===== src/rtl/icmp_rx_buf_ctrl_if.sv =====
// Signal bundle for icmp_rx_buf_ctrl: receive stream, transmit stream, RAM ports and status.
// The slave modport is the controller's view; the master modport is the environment's view.
interface icmp_rx_buf_ctrl_if #(
  parameter int ADDR_W = 11,
  parameter int DATA_W = 8
);
  logic              rx_valid;
  logic [DATA_W-1:0] rx_data;
  logic              rx_last;
  logic              rx_err;
  logic              rx_drop;
  logic              ram_wr_en;
  logic [ADDR_W-1:0] ram_wr_addr;
  logic [DATA_W-1:0] ram_wr_data;
  logic [ADDR_W-1:0] ram_rd_addr;
  logic [DATA_W-1:0] ram_rd_data;
  logic              pkt_avail;
  logic [ADDR_W:0]   pkt_len;
  logic              tx_start;
  logic              tx_valid;
  logic [DATA_W-1:0] tx_data;
  logic              tx_last;
  logic              tx_ready;

  modport slave (
    input  rx_valid, rx_data, rx_last, rx_err, ram_rd_data, tx_start, tx_ready,
    output rx_drop, ram_wr_en, ram_wr_addr, ram_wr_data, ram_rd_addr,
           pkt_avail, pkt_len, tx_valid, tx_data, tx_last
  );

  modport master (
    output rx_valid, rx_data, rx_last, rx_err, ram_rd_data, tx_start, tx_ready,
    input  rx_drop, ram_wr_en, ram_wr_addr, ram_wr_data, ram_rd_addr,
           pkt_avail, pkt_len, tx_valid, tx_data, tx_last
  );
endinterface


===== src/rtl/icmp_rx_buf_ctrl.sv =====
// Single-packet receive buffer: writes one good packet into RAM from address 0, holds it,
// then streams it out through a 4-entry read-ahead FIFO that hides the RAM read latency.
module icmp_rx_buf_ctrl #(
  parameter int ADDR_W = 11,
  parameter int DATA_W = 8,
  parameter int RD_LAT = 2
) (
  input logic               clk,
  input logic               rst,
  icmp_rx_buf_ctrl_if.slave bus
);
  // state | meaning
  // IDLE  | buffer empty, waiting for the first beat of a packet
  // RECV  | writing packet beats to RAM
  // DROP  | packet overflowed the buffer, discarding beats until rx_last
  // HOLD  | good packet held, waiting for tx_start
  // READ  | streaming the held packet out
  typedef enum logic [2:0] {IDLE, RECV, DROP, HOLD, READ} state_t;

  localparam logic [ADDR_W:0] ONE    = {{ADDR_W{1'b0}}, 1'b1};
  localparam logic [3:0]      FIFO_D = 4'd4;

  state_t            state_q, state_d;
  logic [ADDR_W:0]   wcnt_q, pkt_len_q, rd_cnt_q, tx_cnt_q;
  logic [RD_LAT-1:0] rd_pipe_q, rd_pipe_d;
  logic [2:0]        inflight_q, fifo_cnt_q;
  logic [1:0]        wr_ptr_q, rd_ptr_q;
  logic [DATA_W-1:0] fifo_mem [4];
  logic              rx_drop_q;

  logic wr_en, wcnt_inc, wcnt_clr, len_load, drop_d, issue, read_done;
  logic ret, tx_valid, tx_last, tx_fire, rx_end, room;

  assign ret      = rd_pipe_q[RD_LAT-1];
  assign tx_valid = (fifo_cnt_q != 3'd0);
  assign tx_last  = tx_valid && (tx_cnt_q == pkt_len_q - ONE);
  assign tx_fire  = tx_valid && bus.tx_ready;
  assign rx_end   = bus.rx_valid && bus.rx_last;
  // Reads in flight already own a FIFO slot, so they count against the depth.
  assign room     = ({1'b0, fifo_cnt_q} + {1'b0, inflight_q}) < FIFO_D;

  assign bus.ram_wr_en   = wr_en;
  assign bus.ram_wr_addr = wcnt_q[ADDR_W-1:0];
  assign bus.ram_wr_data = bus.rx_data;
  assign bus.ram_rd_addr = rd_cnt_q[ADDR_W-1:0];
  assign bus.pkt_avail   = (state_q == HOLD) || (state_q == READ);
  assign bus.pkt_len     = pkt_len_q;
  assign bus.tx_valid    = tx_valid;
  assign bus.tx_data     = fifo_mem[rd_ptr_q];
  assign bus.tx_last     = tx_last;
  assign bus.rx_drop     = rx_drop_q;

  always_ff @(posedge clk) begin
    if (rst) state_q <= IDLE;
    else     state_q <= state_d;
  end

  always_comb begin
    state_d   = state_q;
    wr_en     = 1'b0;
    wcnt_inc  = 1'b0;
    wcnt_clr  = 1'b0;
    len_load  = 1'b0;
    drop_d    = 1'b0;
    issue     = 1'b0;
    read_done = 1'b0;
    case (state_q)
      IDLE, RECV: begin
        if (bus.rx_valid) begin
          if (wcnt_q[ADDR_W]) begin
            // Buffer already full: this beat has no RAM slot.
            if (bus.rx_last) begin
              drop_d   = 1'b1;
              wcnt_clr = 1'b1;
              state_d  = IDLE;
            end else begin
              state_d = DROP;
            end
          end else begin
            wr_en    = 1'b1;
            wcnt_inc = 1'b1;
            if (!bus.rx_last) begin
              state_d = RECV;
            end else if (bus.rx_err) begin
              drop_d   = 1'b1;
              wcnt_clr = 1'b1;
              state_d  = IDLE;
            end else begin
              len_load = 1'b1;
              state_d  = HOLD;
            end
          end
        end
      end
      DROP: begin
        if (rx_end) begin
          drop_d   = 1'b1;
          wcnt_clr = 1'b1;
          state_d  = IDLE;
        end
      end
      HOLD: begin
        drop_d = rx_end;
        if (bus.tx_start) begin
          issue   = 1'b1;
          state_d = READ;
        end
      end
      READ: begin
        drop_d = rx_end;
        issue  = (rd_cnt_q < pkt_len_q) && room;
        if (tx_fire && tx_last) begin
          read_done = 1'b1;
          wcnt_clr  = 1'b1;
          state_d   = IDLE;
        end
      end
      default: state_d = IDLE;
    endcase
  end

  always_comb begin
    rd_pipe_d    = rd_pipe_q << 1;
    rd_pipe_d[0] = issue;
  end

  always_ff @(posedge clk) begin
    if (rst) begin
      wcnt_q     <= '0;
      pkt_len_q  <= '0;
      rd_cnt_q   <= '0;
      tx_cnt_q   <= '0;
      rd_pipe_q  <= '0;
      inflight_q <= '0;
      fifo_cnt_q <= '0;
      wr_ptr_q   <= '0;
      rd_ptr_q   <= '0;
      rx_drop_q  <= 1'b0;
    end else begin
      rx_drop_q <= drop_d;
      if (wcnt_clr)      wcnt_q <= '0;
      else if (wcnt_inc) wcnt_q <= wcnt_q + ONE;
      if (len_load) pkt_len_q <= wcnt_q + ONE;
      if (read_done) begin
        rd_cnt_q   <= '0;
        tx_cnt_q   <= '0;
        rd_pipe_q  <= '0;
        inflight_q <= '0;
        fifo_cnt_q <= '0;
        wr_ptr_q   <= '0;
        rd_ptr_q   <= '0;
      end else begin
        rd_pipe_q  <= rd_pipe_d;
        inflight_q <= inflight_q + {2'b00, issue} - {2'b00, ret};
        fifo_cnt_q <= fifo_cnt_q + {2'b00, ret} - {2'b00, tx_fire};
        if (issue) rd_cnt_q <= rd_cnt_q + ONE;
        if (ret)   wr_ptr_q <= wr_ptr_q + 2'd1;
        if (tx_fire) begin
          tx_cnt_q <= tx_cnt_q + ONE;
          rd_ptr_q <= rd_ptr_q + 2'd1;
        end
      end
    end
  end

  always_ff @(posedge clk) begin
    if (ret) fifo_mem[wr_ptr_q] <= bus.ram_rd_data;
  end
endmodule


===== src/flat_wrapper.sv =====
// flat-port wrapper written by rule: the top's interface ports become plain ports
module icmp_rx_buf_ctrl_flat 
#(
  parameter int ADDR_W = 11,
  parameter int DATA_W = 8,
  parameter int RD_LAT = 2
)
  (clk, rst, bus_rx_valid, bus_rx_data, bus_rx_last, bus_rx_err, bus_ram_rd_data, bus_tx_start, bus_tx_ready, bus_rx_drop, bus_ram_wr_en, bus_ram_wr_addr, bus_ram_wr_data, bus_ram_rd_addr, bus_pkt_avail, bus_pkt_len, bus_tx_valid, bus_tx_data, bus_tx_last);
  icmp_rx_buf_ctrl_if #(.ADDR_W(ADDR_W), .DATA_W(DATA_W)) bus_i ();
  input logic clk;
  input logic rst;
  input wire logic [$bits(bus_i.rx_valid)-1:0] bus_rx_valid;
  input wire logic [$bits(bus_i.rx_data)-1:0] bus_rx_data;
  input wire logic [$bits(bus_i.rx_last)-1:0] bus_rx_last;
  input wire logic [$bits(bus_i.rx_err)-1:0] bus_rx_err;
  input wire logic [$bits(bus_i.ram_rd_data)-1:0] bus_ram_rd_data;
  input wire logic [$bits(bus_i.tx_start)-1:0] bus_tx_start;
  input wire logic [$bits(bus_i.tx_ready)-1:0] bus_tx_ready;
  output wire logic [$bits(bus_i.rx_drop)-1:0] bus_rx_drop;
  output wire logic [$bits(bus_i.ram_wr_en)-1:0] bus_ram_wr_en;
  output wire logic [$bits(bus_i.ram_wr_addr)-1:0] bus_ram_wr_addr;
  output wire logic [$bits(bus_i.ram_wr_data)-1:0] bus_ram_wr_data;
  output wire logic [$bits(bus_i.ram_rd_addr)-1:0] bus_ram_rd_addr;
  output wire logic [$bits(bus_i.pkt_avail)-1:0] bus_pkt_avail;
  output wire logic [$bits(bus_i.pkt_len)-1:0] bus_pkt_len;
  output wire logic [$bits(bus_i.tx_valid)-1:0] bus_tx_valid;
  output wire logic [$bits(bus_i.tx_data)-1:0] bus_tx_data;
  output wire logic [$bits(bus_i.tx_last)-1:0] bus_tx_last;
  assign bus_i.rx_valid = bus_rx_valid;
  assign bus_i.rx_data = bus_rx_data;
  assign bus_i.rx_last = bus_rx_last;
  assign bus_i.rx_err = bus_rx_err;
  assign bus_i.ram_rd_data = bus_ram_rd_data;
  assign bus_i.tx_start = bus_tx_start;
  assign bus_i.tx_ready = bus_tx_ready;
  assign bus_rx_drop = bus_i.rx_drop;
  assign bus_ram_wr_en = bus_i.ram_wr_en;
  assign bus_ram_wr_addr = bus_i.ram_wr_addr;
  assign bus_ram_wr_data = bus_i.ram_wr_data;
  assign bus_ram_rd_addr = bus_i.ram_rd_addr;
  assign bus_pkt_avail = bus_i.pkt_avail;
  assign bus_pkt_len = bus_i.pkt_len;
  assign bus_tx_valid = bus_i.tx_valid;
  assign bus_tx_data = bus_i.tx_data;
  assign bus_tx_last = bus_i.tx_last;
  icmp_rx_buf_ctrl #(.ADDR_W(ADDR_W), .DATA_W(DATA_W), .RD_LAT(RD_LAT)) u_core (.clk(clk), .rst(rst), .bus(bus_i));
endmodule

===== config.mk =====
export PLATFORM = sky130hd
export DESIGN_NAME = icmp_rx_buf_ctrl_flat
export DESIGN_NICKNAME = d
export VERILOG_FILES = /design/src/rtl/icmp_rx_buf_ctrl_if.sv /design/src/rtl/icmp_rx_buf_ctrl.sv /design/src/flat_wrapper.sv
export SDC_FILE = /design/constraint.sdc
export NUM_CORES = 1
export LEC_CHECK = 0
export BUFFER_PORTS_ARGS = -buffer_cell sky130_fd_sc_hd__buf_4
export CORE_ASPECT_RATIO = 0.9
export CORE_MARGIN = 2
export CORE_UTILIZATION = 57
export DETAILED_ROUTE_END_ITERATION = 7
export PLACE_DENSITY = 0.8
export SYNTH_ARGS = -nofsm -noshare
export SYNTH_HDL_FRONTEND = slang
export SYNTH_SLANG_ARGS = --single-unit

===== constraint.sdc =====
create_clock -name clk -period 4.25 [get_ports clk]
set_input_delay 0.85 -clock clk [delete_from_list [all_inputs] [get_ports clk]]
set_output_delay 0.85 -clock clk [all_outputs]
set_load 0.05 [all_outputs]

==> results by group <==
Die
  – Die area: just under 10000 µm²
  – Die Span Y: between 90 and 100 µm
  – I/O pin total: 78
  – Starting density of the core: approximately 60%
  – Row Count: 32
  – Core Region: 8688 µm²
  – Die X: ~100 µm

Min path
  – Hold WC Path Type: register to register

Yosys
  – Synth area leaders: dfxtp_1 26%, edfxtp_1 19%, ha_1 6.0%
  – Ys async rst share: 0%
  – Yosys warns: 0
  – Synthesized flop and latch total: slightly below 100
  – Seq/Total Area, Yosys: between 40 and 50%
  – Post-synthesis cell area: 5179 µm²
  – Area leader, netlist: dfxtp_1
  – Number of synthesized flops with an enable pin: 32
  – Count leader, synth: dfxtp_1
  – Post-synth top cells: 66 x dfxtp_1, 47 x nor3_1, 32 x buf_4, 32 x edfxtp_1
  – Post-synthesis cell count: between 500 and 600
  – Main synth FF type: dfxtp_1
  – Syn Nets: about 550
  – Avg Cell Area, Syn: roughly 10 µm²
  – Synth top area share: 25.51%
  – Yosys cell types: 51

Critical path
  – Crit path kind: register to output pin
  – CP Capture Type: output pin
  – Arr. time, crit path: between 2 and 3 ns
  – Crit path launch type: register
  – CP required: approximately 3.4 ns
  – Worst Path Max Fanout: 6

Detailed routing
  – Met3 Routed Length: between 600 and 700 µm
  – Pre-Repair DR Iteration Count: 4
  – Drt via density: about 5.7
  – Drt wl/cell: 15.90 µm
  – Top Metal Used: met4
  – Drt total wl: 10250 µm
  – Metal1 wirelength: 4643 µm
  – Via Count: 3650
  – # DRC: 0
  – Number of DRC markers in iteration 0: around 190
  – ANT nets after route: 0
  – Met2 wire length: 4887 µm

STA
  – Fin. max-slew vios: 0
  – Final setup viols: 0
  – Slew margin rel.: between 50 and 60%
  – Clk_skew: approximately 0.013 ns
  – Tcrit/Tclk final: between 80 and 90%
  – Worst-margin pin slew: 0.7338 ns
  – Setup TNS: 0 ns
  – Final worst path period need: about 3.5 ns
  – Hold Fails Final Rpt: 0
  – FMAX: 0.2849 GHz
  – Hold slack: roughly 0.46 ns
  – RSZ-0062 raised after global routing: false

Global route
  – Total track usage: between 20% and 30%
  – Gr ovfl total: 0
  – Initial antenna violation count: 0
  – Wire length of the first global-routing pass: between 15000 and 20000 µm
  – Pin count of the biggest net entering global routing: between 60 and 70
  – Vias in the first global route: 3484

Placement
  – Number of port buffers: 61
  – Post-place instance area: 5478 µm²
  – DP HPWL: between 7000 and 8000 µm
  – GP Congestion: approximately 0.95

Clocking
  – Post-CTS Setup Inserts: 0
  – CTS tree: yes
  – Worst skew pair latency: 0.37 ns
  – Clock Sink Count: a little under 100
  – Cts repair resizes: 0
  – Clock-pin transition on the worst setup and hold timing paths: 0.10 ns
  – H-tree Lvls: 3
  – Clock Tree Buf Depth: 2
  – Num CTS Buffers: 9
  – Clock Tree Root: clkbuf_8
  – Cts hold-fix bufs: 0

Pwr
  – Static Leak: roughly 0.0022 µW
  – VDD IR max: between 0.0002 and 0.00025 V
  – Total power: between 2000 and 2500 µW
  – Pwr/cell area: roughly 390 nW/µm²

Finish
  – Layout cells sized above 1: between 10% and 20%
  – Util after Layout: between 60% and 70%
  – # diodes: 0
  – Area delta synth->final: 9.640%
  – Nets: approximately 570
  – Design Area, Final: approximately 5700 µm²

Job
  – Max_cap viols: 0

Status
  – Status: finished clean
[cells by family (layout without fill, tap and decap cells)]
logic type / after synthesis / after routing / synth area share, %
compound gates: 41 / 41 / 6.354
xor+xnor: 62 / 62 / 10.49
fa+ha+maj: 27 / 27 / 6.813
buf+inv: 78 / 102 / 8.239
flops: 98 / 98 / 44.07
mux: 16 / 16 / 5.050
simple gates: 180 / 180 / 18.99
[report_power, final]
part	switching (µW)	total, µW	internal [µW]
clock network	361	595	234
registers	69.2	1070	1000
logic	303	517	214
total	733	2190	1450
[cells in the final DEF, fill, tap and decap left out, types with 4 or more instances in the layout]
cell	count
nand4_1	9
buf_4	64
and2_1	6
and3_1	17
dfxtp_1	66
clkbuf_8	9
xnor2_1	31
mux4_2	8
a21oi_1	7
a211oi_1	12
nor2_1	24
nor3_1	47
inv_1	20
edfxtp_1	32
nand2_1	23
ha_1	25
nor2b_1	4
mux2i_1	7
nand3_1	14
xor2_1	31
nor3b_1	5
nor4_1	16
[layer usage]
layer,up-vias,track usage (%)
met5,-,0
met4,0,6.194
met3,11,3.865
met2,91,36.27
met1,1743,28.99
li1,1805,-
[through the flow]
step	worst slack [ns]	std cells
after floorplan	0.7422	502
after global placement	1.121	629
after detailed placement	0.9233	629
after CTS	0.7468	645
after global routing	0.4406	645
final	0.7400	645
[path summary, 6_finish.rpt]
kind	cells past startpoint	end	from	slack (ns)
worst max-delay path	7	bus_tx_last	u_core.bus.pkt_len[0]$_SDFFE_PP0P_	0.74
worst min-delay path	1	u_core.rd_pipe_q[1]$_SDFF_PP0_	u_core.rd_pipe_q[0]$_SDFF_PP0_	0.46
worst max register to register	13	u_core.inflight_q[2]$_SDFF_PP0_	u_core.bus.pkt_len[7]$_SDFFE_PP0P_	0.88
worst min register to register	1	u_core.rd_pipe_q[1]$_SDFF_PP0_	u_core.rd_pipe_q[0]$_SDFF_PP0_	0.46
[worst max-delay path, cell delays in order, from the launching register on]
cell and delay (ns):
dfxtp_1 0.51, inv_1 0.14, ha_1 0.32, xnor2_1 0.13, a2111oi_0 0.34, nand4_1 0.26, a21oi_1 0.32, buf_4 0.26
[state kept, by name, indices dropped and copies added, names as in the netlist, named ones only]
name and flops:
u_core.rd_pipe_q 2, u_core.fifo_mem 32, u_core.wr_ptr_q 2, u_core.wcnt_q 12, u_core.state_q 3, u_core.tx_cnt_q 12
u_core.rd_ptr_q 2, u_core.bus.rx_drop 1, u_core.bus.pkt_len 12, u_core.fifo_cnt_q 3, u_core.rd_cnt_q 12, u_core.inflight_q 3
[layout make-up]
class                      instances  area [µm²]
tap                              119       148.9
clock inverter                     7       76.32
inverter                          22       82.58
multi-input combinational        326        2484
clock buffer                       9       123.9
timing repair buffer              64       480.5
fill                             675        3010
sequential                        98        2282
Note: power is estimated with default switching activity, not from simulation.
